File: config.mk
export PLATFORM = sky130hd
export DESIGN_NAME = column_flattener_flat
export DESIGN_NICKNAME = d
export VERILOG_FILES = /design/src/rtl/column_flattener_if.sv /design/src/rtl/column_flattener.sv /design/src/flat_wrapper.sv
export SDC_FILE = /design/constraint.sdc
export NUM_CORES = 1
export LEC_CHECK = 0
export BUFFER_PORTS_ARGS = -buffer_cell sky130_fd_sc_hd__buf_4
export CAP_MARGIN = 20
export CORE_MARGIN = 10
export CORE_UTILIZATION = 30
export DETAILED_ROUTE_END_ITERATION = 7
export GPL_TIMING_DRIVEN = 0
export PLACE_DENSITY = 0.57
export SETUP_SLACK_MARGIN = 0.05
export SLEW_MARGIN = 15
export SYNTH_ARGS = -nofsm -noshare
export SYNTH_HDL_FRONTEND = slang
export SYNTH_SLANG_ARGS = --single-unit
export TNS_END_PERCENT = 10
File: constraint.sdc
create_clock -name pixel_clk_in -period 2.6 [get_ports pixel_clk_in]
set_input_delay 0.52 -clock pixel_clk_in [delete_from_list [all_inputs] [get_ports pixel_clk_in]]
set_output_delay 0.52 -clock pixel_clk_in [all_outputs]
set_load 0.02 [all_outputs]
File: src/rtl/column_flattener_if.sv
// Column descriptor handshake plus flat pixel write stream of the column flattener.
// The slave modport is the flattener's view, the master modport is the driver/observer's view.
interface column_flattener_if;
   logic        dda_valid_in;
   logic        dda_ready_out;
   logic [8:0]  dda_col_in;
   logic [7:0]  dda_line_height_in;
   logic [15:0] dda_color_in;
   logic        dda_side_in;
   logic        dda_last_col_in;
   logic [15:0] ray_address_out;
   logic [15:0] ray_pixel_out;
   logic        ray_valid_out;
   logic        ray_last_pixel_out;

   modport slave (
      input  dda_valid_in, dda_col_in, dda_line_height_in, dda_color_in, dda_side_in,
             dda_last_col_in,
      output dda_ready_out, ray_address_out, ray_pixel_out, ray_valid_out, ray_last_pixel_out
   );

   modport master (
      output dda_valid_in, dda_col_in, dda_line_height_in, dda_color_in, dda_side_in,
             dda_last_col_in,
      input  dda_ready_out, ray_address_out, ray_pixel_out, ray_valid_out, ray_last_pixel_out
   );
endinterface

File: src/rtl/column_flattener.sv
// Expands one DDA column descriptor into SCREEN_HEIGHT RGB565 pixels with flat addresses,
// marks the frame's final pixel and then waits for the frame buffer swap.
module column_flattener #(
   parameter int unsigned SCREEN_WIDTH  = 320,
   parameter int unsigned SCREEN_HEIGHT = 180,
   parameter logic [15:0] CEILING_COLOR = 16'h39E7,
   parameter logic [15:0] FLOOR_COLOR   = 16'h7BEF
) (
   input  logic               pixel_clk_in,
   input  logic               rst_n_in,
   input  logic               frame_swap_in,
   column_flattener_if.slave  bus
);

   localparam logic [7:0]  LP_HEIGHT = 8'(SCREEN_HEIGHT);
   localparam logic [15:0] LP_WIDTH  = 16'(SCREEN_WIDTH);

   typedef enum logic [1:0] {StIdle, StDraw, StWaitSwap} state_e;

   state_e      r_state;
   logic [7:0]  r_row;
   logic [15:0] r_addr;
   logic [7:0]  r_draw_start;
   logic [7:0]  r_draw_end;
   logic [15:0] r_wall_color;
   logic        r_last;
   logic        r_valid;
   logic        r_last_pixel;
   logic [15:0] r_address_out;
   logic [15:0] r_pixel_out;

   logic        w_handshake;
   logic        w_last_row;
   logic [7:0]  w_height;
   logic [7:0]  w_draw_start;
   logic [7:0]  w_draw_end;
   logic [15:0] w_shaded;
   logic [15:0] w_pixel;

   assign bus.dda_ready_out      = (r_state == StIdle);
   assign bus.ray_address_out    = r_address_out;
   assign bus.ray_pixel_out      = r_pixel_out;
   assign bus.ray_valid_out      = r_valid;
   assign bus.ray_last_pixel_out = r_last_pixel;

   assign w_handshake = bus.dda_valid_in && (r_state == StIdle);
   assign w_last_row  = (r_row == LP_HEIGHT - 8'd1);

   // Wall span is centred vertically; an odd leftover row goes to the floor.
   always_comb begin
      w_height     = (bus.dda_line_height_in > LP_HEIGHT) ? LP_HEIGHT : bus.dda_line_height_in;
      w_draw_start = (LP_HEIGHT - w_height) >> 1;
      w_draw_end   = w_draw_start + w_height;
      w_shaded     = bus.dda_color_in;
      if (bus.dda_side_in) begin
         w_shaded = {1'b0, bus.dda_color_in[15:12], 1'b0, bus.dda_color_in[10:6],
                     1'b0, bus.dda_color_in[4:1]};
      end
   end

   always_comb begin
      w_pixel = FLOOR_COLOR;
      if (r_row < r_draw_start) begin
         w_pixel = CEILING_COLOR;
      end else if (r_row < r_draw_end) begin
         w_pixel = r_wall_color;
      end
   end

   always_ff @(posedge pixel_clk_in or negedge rst_n_in) begin
      if (!rst_n_in) begin
         r_state       <= StIdle;
         r_row         <= 8'd0;
         r_addr        <= 16'd0;
         r_draw_start  <= 8'd0;
         r_draw_end    <= 8'd0;
         r_wall_color  <= 16'd0;
         r_last        <= 1'b0;
         r_valid       <= 1'b0;
         r_last_pixel  <= 1'b0;
         r_address_out <= 16'd0;
         r_pixel_out   <= 16'd0;
      end else begin
         r_valid      <= 1'b0;
         r_last_pixel <= 1'b0;
         case (r_state)
            StIdle: begin
               if (w_handshake) begin
                  r_row        <= 8'd0;
                  r_addr       <= {7'd0, bus.dda_col_in};
                  r_draw_start <= w_draw_start;
                  r_draw_end   <= w_draw_end;
                  r_wall_color <= w_shaded;
                  r_last       <= bus.dda_last_col_in;
                  r_state      <= StDraw;
               end
            end
            StDraw: begin
               r_valid       <= 1'b1;
               r_address_out <= r_addr;
               r_pixel_out   <= w_pixel;
               r_last_pixel  <= r_last && w_last_row;
               // Row stride by repeated addition keeps the address path multiplier-free.
               r_addr        <= r_addr + LP_WIDTH;
               r_row         <= r_row + 8'd1;
               if (w_last_row) begin
                  r_row   <= 8'd0;
                  r_state <= r_last ? StWaitSwap : StIdle;
               end
            end
            StWaitSwap: begin
               if (frame_swap_in) begin
                  r_state <= StIdle;
               end
            end
            default: r_state <= StIdle;
         endcase
      end
   end

endmodule

File: src/flat_wrapper.sv
// flat-port wrapper written by rule: the top's interface ports become plain ports
module column_flattener_flat 
#(
   parameter int unsigned SCREEN_WIDTH  = 320,
   parameter int unsigned SCREEN_HEIGHT = 180,
   parameter logic [15:0] CEILING_COLOR = 16'h39E7,
   parameter logic [15:0] FLOOR_COLOR   = 16'h7BEF
)
  (pixel_clk_in, rst_n_in, frame_swap_in, bus_dda_valid_in, bus_dda_col_in, bus_dda_line_height_in, bus_dda_color_in, bus_dda_side_in, bus_dda_last_col_in, bus_dda_ready_out, bus_ray_address_out, bus_ray_pixel_out, bus_ray_valid_out, bus_ray_last_pixel_out);
  column_flattener_if bus_i ();
  input  logic pixel_clk_in;
  input  logic rst_n_in;
  input  logic frame_swap_in;
  input wire logic [$bits(bus_i.dda_valid_in)-1:0] bus_dda_valid_in;
  input wire logic [$bits(bus_i.dda_col_in)-1:0] bus_dda_col_in;
  input wire logic [$bits(bus_i.dda_line_height_in)-1:0] bus_dda_line_height_in;
  input wire logic [$bits(bus_i.dda_color_in)-1:0] bus_dda_color_in;
  input wire logic [$bits(bus_i.dda_side_in)-1:0] bus_dda_side_in;
  input wire logic [$bits(bus_i.dda_last_col_in)-1:0] bus_dda_last_col_in;
  output wire logic [$bits(bus_i.dda_ready_out)-1:0] bus_dda_ready_out;
  output wire logic [$bits(bus_i.ray_address_out)-1:0] bus_ray_address_out;
  output wire logic [$bits(bus_i.ray_pixel_out)-1:0] bus_ray_pixel_out;
  output wire logic [$bits(bus_i.ray_valid_out)-1:0] bus_ray_valid_out;
  output wire logic [$bits(bus_i.ray_last_pixel_out)-1:0] bus_ray_last_pixel_out;
  assign bus_i.dda_valid_in = bus_dda_valid_in;
  assign bus_i.dda_col_in = bus_dda_col_in;
  assign bus_i.dda_line_height_in = bus_dda_line_height_in;
  assign bus_i.dda_color_in = bus_dda_color_in;
  assign bus_i.dda_side_in = bus_dda_side_in;
  assign bus_i.dda_last_col_in = bus_dda_last_col_in;
  assign bus_dda_ready_out = bus_i.dda_ready_out;
  assign bus_ray_address_out = bus_i.ray_address_out;
  assign bus_ray_pixel_out = bus_i.ray_pixel_out;
  assign bus_ray_valid_out = bus_i.ray_valid_out;
  assign bus_ray_last_pixel_out = bus_i.ray_last_pixel_out;
  column_flattener #(.SCREEN_WIDTH(SCREEN_WIDTH), .SCREEN_HEIGHT(SCREEN_HEIGHT), .CEILING_COLOR(CEILING_COLOR), .FLOOR_COLOR(FLOOR_COLOR)) u_core (.pixel_clk_in(pixel_clk_in), .rst_n_in(rst_n_in), .frame_swap_in(frame_swap_in), .bus(bus_i));
endmodule
After elaboration in Yosys (flattened, before gate mapping)
Cells that the tools add are included.
Operators by class
  add/sub/neg operators: 4
  multipliers: 0
  div/mod/pow operators: 0
  order comparisons: 3
  equal/unequal tests: 6
  shift-type cells: 0
  mux-type cells: 16
  bitwise gates (word level): 0
  reduce and logical (&&, ||, !) cells: 7
Operators with widths (count)
  $mux 16: 4
  $pmux 16 s2: 1
  $mux 8: 3
  $add 16x9->16 const B: 1
  $pmux 8 s2: 1
  $add 7x8->8: 1
  $add 8x1->8 const B: 1
  $eq 8x8->1 const B: 1
  $gt 8x8->1 const B: 1
  $lt 8x7->1: 1
  $lt 8x8->1: 1
  $mux 2: 4
  $sub 8x8->8 const A: 1
  $pmux 2 s3: 1
  $ne 2x1->1 const B: 2
  $reduce_and 2->1: 2
  $reduce_and 3->1: 1
  $eq 2x1->1 const B: 1
  $eq 2x2->1 const B: 1
  $logic_and 1x1->1: 2
  $logic_not 2->1: 1
  $mux 1: 2
  $ne 2x2->1 const B: 1
  $reduce_bool 2->1: 1
Storage, ports and cells
  bits in registers: 92
  latch bits: 0
  bits in writable memories: 0
  bits in read-only memories: 0
  input port bits: 39
  output and inout bits: 35
  logic and storage cells: 47
  memories kept: 0

Longest topological paths before layout
  word-level depth: 4
  depth in mapped cells: 16
  mapped depth without buffers: 15

Least setup slack after synthesis
Ideal clock, no wire load.
  kind: input -> register
  start: input bus_dda_line_height_in[3]
  end: register u_core.r_draw_end[7]
  setup time: 69 ps
  arrival: 3241 ps
  data required time: 2531 ps
  setup slack: -710 ps
  stages: 15
  buffers on the path: 1
  cell sequence: buf_2 > o211a_1 > o21ai_1 > nand2b_1 > ha_1 > a21oi_1 > nand3_1 > xnor2_1 > ha_1 > a21oi_1 > inv_1 > a21oi_1 > nand3_1 > a31o_2 > nand3_1
On the way
  longest elaborated chain between the ends: 4
RTL lines
  start, declared: RTL line flat_wrapper.sv:16  | input wire logic [$bits(bus_i.dda_line_height_in)-1:0] bus_dda_line_height_in;
  $gt 8x8->1: RTL line column_flattener.sv:51  | w_height = (bus.dda_line_height_in > LP_HEIGHT) ? LP_HEIGHT : bus.dda_line_height_in;
  $mux 8 (*): RTL line column_flattener.sv:51
  $sub 8x8->8 (*): RTL line column_flattener.sv:52  | w_draw_start = (LP_HEIGHT - w_height) >> 1;
  via u_core.w_draw_start[5]: RTL line column_flattener.sv:35  | logic [7:0] w_draw_start;
  $add 7x8->8 (*): RTL line column_flattener.sv:53  | w_draw_end = w_draw_start + w_height;
  end signal, assigned: RTL line column_flattener.sv:92  | r_draw_end <= w_draw_end;
  end, declared: RTL line column_flattener.sv:24  | logic [7:0] r_draw_end;
The timed path passes the listed nets; every way through them passes the cells marked *.
A chain may end at the register's enable or synchronous reset.

Worst setup path in the final report
  start: input bus_dda_line_height_in[2]
  end: register u_core.r_draw_end[7]
The elaborated chain is that of the path after synthesis.

==> impl_metrics.toml <==
[run_status]
status = "finished with violations"
violations = "negative setup slack"

[placement]
io_buffers = 69
dp_hpwl_mm = 8.994
placement.cell_area_mm2 = 0.005459
gp_congestion = 0.7926

[worst_hold_path]
worstHoldPathType = "input pin to async pin"

[power_and_ir_drop]
p_leak_nw = 2.774
p_per_area_mw_per_mm2 = 627.8
p_switching_mw = 1.110
power_mw = 3.790
p_int_mw = 2.680
p_comb_share_pct = 20.4
vdd_drop_max_mv = 0.3826
clockPowerShare_pct = 34.9
netSwitchingFraction_pct = 29.29
seqPwrFrac_pct = 44.7

[detailed_routing]
drt_iter0_drc = 302
met2_length_mm = 5.819
wl_per_cell_um = 15.65
highest_layer = "met4"
ant_nets = 0
wl_met1_mm = 5.361
drc = 0
wl_met3_um = 706
viasPerCell = 4.927
wl_mm = 12.08
num_vias = 3804
drt_pass1_iterations = 6

[cells_and_area]
layout-drive-gt1-share_pct = 23.29
diodes = 0
nets = 642
finish.instance_area_mm2 = 0.006037
area_delta_synth_final_pct = 30.58

[die]
die_x_um = 144.1
ios = 74
die_area_mm2 = 0.02078
initial_utilization_pct = 30.52
coreArea_mm2 = 0.01515
die_h_um = 144.1
rows = 45

[logic_synthesis]
ys_types = 49
postSynthAreaPerCell_um2 = 9.454
synthTopCellsByArea = "dfrtp_1 (50%), nand2_1 (8.0%), ha_1 (6.2%), o21ai_0 (3.5%), a21oi_1 (3.1%)"
yosysWarnings = 0
yosysTopAreaCell = "dfrtp_1"
synthArstFlopShare_pct = 100.0
syn_nets = 551
synth_seq_area_share_pct = 49.80
synth_seq_cells = 92
synth_edf_count = 0
syn_area_mm2 = 0.004623
synthFlopType = "dfrtp_1"
yosysTopAreaCellShare_pct = 49.80
syn_inst = 489

[worst_setup_path]
reg2reg_to = "u_core.r_wall_color[10]$_DFFE_PN0P_"
worst_path_max_delay_cell = "o21ai_4"
max_stage_delay_ns = 0.28
path_max_fanout = 7
path_cells = "buf_12 > o211a_4 > o21ai_4 > nand2_2 > ha_4 > a21oi_4 > nand3_2 > xnor2_2 > ha_4 > a21oi_4 > inv_2 > a21oi_2 > nand3_1 > a31o_2 > nand3_2"
r2r_setup_slack_ns = 0.19
end_kind = "register"
crit_type = "input pin to register"
r2r-start = "u_core.r_state[0]$_DFFE_PN0P_"
worstPathArrival_ns = 2.88
rr_worst_depth = 6
crit_path_start_kind = "input pin"
cp_data_required_time_ns = 2.88

[clocking]
cts_buffers = 9
postCtsHoldBufs = 0
clockBufferDepth = 2
cts_tree = "done"
clk_pin_slew_ns = 0.06
clock-sinks = 92
root_buffer = "clkbuf_16"
htreeDepth = 3
clk_latency_ns = 0.34

[sta]
setup_viol = 1
relSlewSlack_pct = 54.33
hold_viol_final = 0
worst_pin_slew_ns = 0.6851
fin_skew_ns = 0.005763
period_share_pct = 100.0
timing.final.crit_period_ns = 2.601
report.final.slew_viol_count = 0
setup_tns_ns = -0.001262
rsz0062_at_grt = "true"
fin_ws_ns = -0.001262
fmax_mhz = 384.4

[grt]
grt_pass1_vias = 3959
antenna_found_initial = 0
grt_overflow = 0
grt_first_pass_wirelength_mm = 19.73
grt_max_degree = 54
grt.total_usage_pct = 11.78

[job]
cap_violations = 0
-- kinds of logic after synthesis --
kind of cell	Yosys count	synth area share, %
xor+xnor	14	2.652
compound gates	112	16.24
flops	92	49.80
mux	16	3.518
fa+ha+maj	23	6.225
buf+inv	51	4.303
simple gates	181	17.27
-- worst max-delay path: cells and delay by family --
| family | cells | cell delay (ns) |
|---|---|---|
| AOI/OAI and AO/OA | 6 | 1.19 |
| xor gates and xnor gates | 1 | 0.20 |
| adders and majority gates | 2 | 0.44 |
| buffers and inverters | 2 | 0.16 |
| and+or+nand+nor | 4 | 0.38 |
-- worst max path at each step --
stage	slack, ns	startpoint	depth (start not counted)	endpoint
3_3_place_gp	-0.68	bus_dda_line_height_in[7]	16	u_core.r_draw_end[7]$_DFFE_PN0P_
6_report	-0.001	bus_dda_line_height_in[2]	15	u_core.r_draw_end[7]$_DFFE_PN0P_
3_5_place_dp	-0.69	bus_dda_line_height_in[7]	16	u_core.r_draw_end[7]$_DFFE_PN0P_
5_1_grt	-0.14	bus_dda_line_height_in[3]	15	u_core.r_draw_end[7]$_DFFE_PN0P_
4_1_cts	0.06	u_core.r_row[6]$_DFFE_PN0P_	7	u_core.bus.ray_pixel_out[3]$_DFFE_PN0P_
2_1_floorplan	-0.36	bus_dda_line_height_in[3]	15	u_core.r_draw_end[7]$_DFFE_PN0P_
-- synth_stat cells, types with 10 or more instances --
cell type and instances:
nand2_1 99, nand3_1 11, dfrtp_1 92, clkbuf_1 20, mux2i_1 14, ha_1 23
o32a_1 10, o21ai_0 32, nor2_1 34, inv_1 25, a21oi_1 29, a21o_1 10
-- cell type report --
cell class              instances  area (um^2)
flip-flops and latches         92         2302
multi-input cells             346         2352
repair buffers                 81        640.6
inverters                      25        93.84
plain buffers                  25        112.6
clock buffers                   9        225.2
fillers                      1527         9109
clock inverters                 6        75.07
well taps                     188        235.2
-- placed cells by master (no fill, tap or decap), types with 4 or more instances in the layout --
| cell | synthesis | final |
|---|---|---|
| a21o_1 | 10 | 10 |
| a21oi_1 | 29 | 25 |
| and3_1 | 4 | 4 |
| buf_4 | 1 | 78 |
| clkbuf_1 | 20 | 18 |
| clkbuf_16 | 0 | 9 |
| dfrtp_1 | 92 | 92 |
| ha_1 | 23 | 17 |
| ha_4 | 0 | 6 |
| inv_1 | 25 | 24 |
| mux2i_1 | 14 | 14 |
| nand2_1 | 99 | 95 |
| nand2b_1 | 9 | 8 |
| nand3_1 | 11 | 7 |
| nand3_2 | 0 | 4 |
| nand3b_1 | 4 | 4 |
| nor2_1 | 34 | 34 |
| nor3_1 | 5 | 4 |
| o21a_1 | 4 | 4 |
| o21ai_0 | 32 | 32 |
| o31ai_1 | 5 | 5 |
| o32a_1 | 10 | 10 |
| xnor2_1 | 9 | 8 |
| xor2_1 | 5 | 5 |
-- layer usage --
layer | global-route usage, % | vias up
met5 | 0 | -
met4 | 3.777 | 0
met3 | 3.149 | 14
met2 | 19.73 | 75
met1 | 14.41 | 1855
li1 | - | 1860
-- registers in the layout, indices dropped and copies added (netlist names) --
| signal | flops |
|---|---|
| u_core.bus.ray_address_out | 16 |
| u_core.bus.ray_last_pixel_out | 1 |
| u_core.bus.ray_pixel_out | 16 |
| u_core.bus.ray_valid_out | 1 |
| u_core.r_addr | 16 |
| u_core.r_draw_end | 8 |
| u_core.r_draw_start | 7 |
| u_core.r_last | 1 |
| u_core.r_row | 8 |
| u_core.r_state | 2 |
| u_core.r_wall_color | 16 |
-- repair_timing --
| item | 4_1_cts | 5_1_grt |
|---|---|---|
| pin swaps | 13 | 8 |
| setup buffers | 9 | 3 |
| hold endpoints to repair | 0 | 0 |
| cloned | 0 | 0 |
| endpoints found under the setup margin | 4 | 27 |
| gates resized for setup | 14 | 23 |
-- power by group through the flow --
stage               Combinational [mW]  Clock [mW]  Sequential, mW
finish                           0.772        1.32            1.69
global route                     0.860        1.42            1.71
CTS                              0.743        1.35            1.69
detailed placement               0.698           0            1.72
global placement                 0.682           0            1.71
floorplan                        0.343           0            1.77
-- per-stage QoR --
| stage | util (%) | hold slack (ns) | std cells | worst slack (ns) |
|---|---|---|---|---|
| 2_1_floorplan | - | 0.2244 | 489 | -0.3559 |
| 3_3_place_gp | 35.91 | 0.4575 | 746 | -0.6807 |
| 3_5_place_dp | 36.04 | 0.4591 | 747 | -0.6873 |
| 4_1_cts | 38.91 | 0.2537 | 770 | 0.05773 |
| 5_1_grt | 39.86 | 0.2790 | 772 | -0.1429 |
| 6_report | 39.86 | 0.2265 | 772 | -0.001262 |
Note: power is estimated with default switching activity, not from simulation.
